$ cat config.mk
export PLATFORM = sky130hd
export DESIGN_NAME = wb_timer
export DESIGN_NICKNAME = d
export VERILOG_FILES = /design/src/rtl/wb_timer.sv
export SDC_FILE = /design/constraint.sdc
export NUM_CORES = 1
export LEC_CHECK = 0
export CORE_MARGIN = 5
export CORE_UTILIZATION = 35
export DETAILED_ROUTE_END_ITERATION = 10
export GPL_TIMING_DRIVEN = 0
export PLACE_DENSITY = 0.54
export SLEW_MARGIN = 10
export SYNTH_ARGS = -nofsm -noshare
export SYNTH_HDL_FRONTEND = slang
export SYNTH_SLANG_ARGS = --single-unit
$ cat constraint.sdc
create_clock -name clk -period 4.4 [get_ports clk]
set_input_delay 0.66 -clock clk [delete_from_list [all_inputs] [get_ports clk]]
set_output_delay 0.66 -clock clk [all_outputs]
set_load 0.02 [all_outputs]
$ cat src/rtl/wb_timer.sv
// rtl/wb_timer.sv - Wishbone prescaled down-counter timer with auto-reload, PWM and overflow strobe
module wb_timer #(
    parameter int          WIDTH    = 24,
    parameter logic [11:0] BASE     = 12'h000,
    parameter int          PRE_BITS = 8
) (
    input  logic        clk,
    input  logic        arst,
    input  logic [14:0] adr_i,
    input  logic [31:0] dat_i,
    output logic [31:0] dat_o,
    input  logic        we_i,
    input  logic        stb_i,
    output logic        ack_o,
    output logic        irq_o,
    output logic        pwm_o
);

    localparam logic [2:0] OFF_CTRL    = 3'd0;
    localparam logic [2:0] OFF_RELOAD  = 3'd1;
    localparam logic [2:0] OFF_COUNT   = 3'd2;
    localparam logic [2:0] OFF_COMPARE = 3'd3;
    localparam logic [2:0] OFF_STATUS  = 3'd4;

    logic                r_ack;
    logic [31:0]         r_dat;
    logic                r_irq;
    logic                r_pwm;
    logic                r_en;
    logic                r_ar;
    logic                r_ie;
    logic [PRE_BITS-1:0] r_prescale;
    logic [PRE_BITS-1:0] r_pre;
    logic [WIDTH-1:0]    r_reload;
    logic [WIDTH-1:0]    r_count;
    logic [WIDTH-1:0]    r_compare;
    logic                r_ovf;

    logic                w_sel;
    logic                w_acc;
    logic                w_wr;
    logic                w_wr_ctrl;
    logic                w_wr_reload;
    logic                w_wr_count;
    logic                w_wr_compare;
    logic                w_wr_status;
    logic                w_tick_raw;
    logic                w_tick;
    logic                w_zero;
    logic                w_ovf;
    logic [31:0]         w_rdata;
    logic                w_unused;

    // An access is the cycle that raises ack; the next cycle is forced idle
    assign w_sel        = stb_i & (adr_i[14:3] == BASE);
    assign w_acc        = w_sel & ~r_ack;
    assign w_wr         = w_acc & we_i;
    assign w_wr_ctrl    = w_wr & (adr_i[2:0] == OFF_CTRL);
    assign w_wr_reload  = w_wr & (adr_i[2:0] == OFF_RELOAD);
    assign w_wr_count   = w_wr & (adr_i[2:0] == OFF_COUNT);
    assign w_wr_compare = w_wr & (adr_i[2:0] == OFF_COMPARE);
    assign w_wr_status  = w_wr & (adr_i[2:0] == OFF_STATUS);

    // >= keeps the prescaler from running away if prescale is lowered mid-count
    assign w_tick_raw = r_en & (r_pre >= r_prescale);
    assign w_tick     = w_tick_raw & ~(w_wr_ctrl & ~dat_i[0]);
    assign w_zero     = (r_count == '0);
    assign w_ovf      = w_tick & w_zero;

    assign w_unused = ^dat_i;

    always_comb begin
        w_rdata = '0;
        case (adr_i[2:0])
            OFF_CTRL: begin
                w_rdata[0]             = r_en;
                w_rdata[1]             = r_ar;
                w_rdata[2]             = r_ie;
                w_rdata[8 +: PRE_BITS] = r_prescale;
            end
            OFF_RELOAD:  w_rdata[WIDTH-1:0] = r_reload;
            OFF_COUNT:   w_rdata[WIDTH-1:0] = r_count;
            OFF_COMPARE: w_rdata[WIDTH-1:0] = r_compare;
            OFF_STATUS:  w_rdata[0]         = r_ovf;
            default:     w_rdata            = '0;
        endcase
    end

    always_ff @(posedge clk or posedge arst) begin
        if (arst) begin
            r_ack <= 1'b0;
            r_dat <= '0;
        end else begin
            r_ack <= w_sel & ~r_ack;
            r_dat <= w_acc ? w_rdata : 32'd0;
        end
    end

    always_ff @(posedge clk or posedge arst) begin
        if (arst) begin
            r_ar       <= 1'b0;
            r_ie       <= 1'b0;
            r_prescale <= '0;
            r_reload   <= '0;
            r_compare  <= '0;
        end else begin
            if (w_wr_ctrl) begin
                r_ar       <= dat_i[1];
                r_ie       <= dat_i[2];
                r_prescale <= dat_i[8 +: PRE_BITS];
            end
            if (w_wr_reload) begin
                r_reload <= dat_i[WIDTH-1:0];
            end
            if (w_wr_compare) begin
                r_compare <= dat_i[WIDTH-1:0];
            end
        end
    end

    // A CTRL write beats the one-shot hardware disable in the same cycle
    always_ff @(posedge clk or posedge arst) begin
        if (arst) begin
            r_en <= 1'b0;
        end else if (w_wr_ctrl) begin
            r_en <= dat_i[0];
        end else if (w_ovf & ~r_ar) begin
            r_en <= 1'b0;
        end
    end

    always_ff @(posedge clk or posedge arst) begin
        if (arst) begin
            r_pre <= '0;
        end else if (!r_en || w_tick_raw) begin
            r_pre <= '0;
        end else begin
            r_pre <= r_pre + PRE_BITS'(1);
        end
    end

    always_ff @(posedge clk or posedge arst) begin
        if (arst) begin
            r_count <= '0;
        end else if (w_wr_count) begin
            r_count <= dat_i[WIDTH-1:0];
        end else if (w_tick) begin
            if (!w_zero) begin
                r_count <= r_count - WIDTH'(1);
            end else if (r_ar) begin
                r_count <= r_reload;
            end
        end
    end

    always_ff @(posedge clk or posedge arst) begin
        if (arst) begin
            r_ovf <= 1'b0;
            r_irq <= 1'b0;
            r_pwm <= 1'b0;
        end else begin
            if (w_ovf) begin
                r_ovf <= 1'b1;
            end else if (w_wr_status & dat_i[0]) begin
                r_ovf <= 1'b0;
            end
            r_irq <= w_ovf & r_ie;
            r_pwm <= r_en & (r_count < r_compare);
        end
    end

    assign ack_o = r_ack;
    assign dat_o = r_dat;
    assign irq_o = r_irq;
    assign pwm_o = r_pwm;

endmodule

==> results.cfg <==
[status]
status = finished clean

[floorplan]
ios = 86
initial_core_util = 0.3569
placementRows = 50
die_x_um = 148.6
die_y_um = 148.6
dieArea_um2 = 22080
coreArea_um2 = 18830

[timing]
hold_violations = 0
rsz0062_at_grt = false
skew_ps = 12.51
min_period_over_period = 0.7231
max_freq_mhz = 314.3
setup_slack_ps = 1218
tightest_slew_ps = 928.3
fin_hold_ws_ps = 519.5
drv_slew = 0
period_needed_ps = 3182
setup_tns_ps = 0
setup_viol = 0
maxSlewHeadroom = 0.3795

[grt]
grt_max_degree = 67
grt_first_pass_wirelength_um = 32990
grt_use_total = 0.1920
grt.overflow.total = 0
grt_antenna_before_repair = 0
grt_pass1_vias = 5768

[drt]
wl_um = 20450
vias_per_cell = 5.416
antenna_left = 0
wire_per_inst_um = 19.43
firstDrtPassIters = 5
drt_iter0_drc = 458
drc = 0
vias = 5698

[clocking]
postCtsHoldBufs = 0
cts_setup_buffers = 0
insertion_delay_ps = 430
htree_levels = 4
clockBufferDepth = 2
clockRootBuffer = clkbuf_16
ctsResizeCount = 0
cts_tree = done
clkTransAtPathRegs_ps = 60
clock-sinks = 119
cts_buffers = 17

[finish]
area_delta_synth_final_pct = 25.32
layout-drive-gt1-share = 0.1414
finalNetCount = 866
fin_util = 0.4473
n_antenna_cell = 0

[critical_path]
path_class = in2reg
cp.arrival_ps = 3510
crit_required_ps = 4730
cp-start-kind = input port
cp-end-kind = flip-flop
cp_max_fo = 10

[logic_synthesis]
synth_top_area_cell = dfrtp_1
yosys_warnings = 0
yosys-top-cells-area = dfrtp_1, mux2_2, ha_1
synth_common_cells = dfrtp_1, nor2_1, nand2_1, mux2_2, o21ai_0
synth.most_common_cell = dfrtp_1
synthArstFlopShare = 1.000
synth_cell_type_count = 58
ys_seq_elements = 119
ys_dominant_reg_cell = dfrtp_1
ys_seq_area_frac = 0.4430
synth_edf_count = 0
syn_inst = 686
synth_top_area_share = 0.4430
syn-cell-area_um2 = 6721
syn_avg_cell_area_um2 = 9.798

[placed_design]
place_ws_ps = 781.0
io_buffer_count = 68
hpwl_um = 14630
routabilityCongestion = 0.9124

[pwr]
ir_drop_mv = 0.2628
finalPower_mw = 2.863
p_leak_nw = 3.878
powerDensity_nw_per_um2 = 339.9

[flow_run]
maxCapViolations = 0

[min_path]
hp-class = reg2reg
[sequential cells by signal, summed over array words and instances (netlist names), 8 cells and up]
register    flops
r_pre           8
dat_o          24
r_count        24
r_reload       24
r_compare      24
r_prescale      8
[layout make-up]
| class | count | area (µm²) |
|---|---|---|
| Clock buffer | 23 | 488.0 |
| Multi-Input combinational cell | 491 | 3398 |
| Inverter | 36 | 140.1 |
| Timing Repair Buffer | 69 | 708.2 |
| Buffer | 47 | 242.7 |
| Sequential cell | 119 | 2978 |
| Fill cell | 1799 | 10410 |
| Clock inverter | 7 | 142.6 |
| Tap cell | 260 | 325.3 |
[critical path, stage by stage]
cell             delay (ps)
clkdlybuf4s50_1         550
buf_1                   630
nor4bb_1                350
clkbuf_1                520
clkbuf_1                590
nand2_1                 100
o21ai_0                 110
[final timing paths]
kind / start / endpoint / slack (ps) / depth (start not counted)
worst max-delay path: adr_i[1] / r_compare[4] / 1220 / 7
worst min-delay path: r_ovf / r_ovf / 520 / 2
worst max register to register: r_count[7] / r_count[2] / 1430 / 8
worst min register to register: r_ovf / r_ovf / 520 / 2
max in group asynchronous: arst / r_compare[3] / 3000 / 3
min in group asynchronous: arst / r_reload[22] / 710 / 2
[report_power, final]
group	switching [mW]	leakage [nW]	internal (mW)
Clock	0.508	0.298	1.00
Sequential	0.0297	1.47	1.12
Combinational	0.110	2.11	0.0947
Total	0.647	3.88	2.22
[logic make-up after synthesis]
group / after synthesis / share of synthesized area
xor+xnor: 21 / 0.02736
simple gates: 240 / 0.1858
buf+inv: 83 / 0.05622
fa+ha+maj: 34 / 0.06329
other cells: 1 / 0.0005579
compound gates: 136 / 0.1368
flops: 119 / 0.4430
mux: 52 / 0.08693
[stage by stage]
stage                     cells  area [µm²]
after detailed placement   1022        7786
after CTS                  1052        8417
after global placement     1021        7754
final                      1052        8423
after global routing       1052        8423
after floorplan             693        6748
[cell usage in the layout (no fill, tap or decap), drive strengths merged, types with 13 or more instances in the layout]
| cell type | instances |
|---|---|
| nor4 | 28 |
| mux2 | 51 |
| clkbuf | 48 |
| ha | 34 |
| inv | 36 |
| nor2 | 72 |
| a21oi | 22 |
| clkdlybuf4s50 | 68 |
| buf | 23 |
| dfrtp | 119 |
| xor2 | 14 |
| nand2 | 57 |
| o21ai | 44 |
| a22oi | 25 |
| a221o | 23 |
| nor3 | 16 |
| nand3 | 13 |
[layer usage]
metal | vias to the layer above | routed length, µm | share of wire | global-route usage
met5 | - | 0 | 0 | 0
met4 | 0 | 282 | 0.014 | 0.05820
met3 | 23 | 898 | 0.044 | 0.03565
met2 | 176 | 9760 | 0.48 | 0.3046
met1 | 2849 | 9503 | 0.46 | 0.2675
li1 | 2650 | - | - | -
Note: power is estimated with default switching activity, not from simulation.
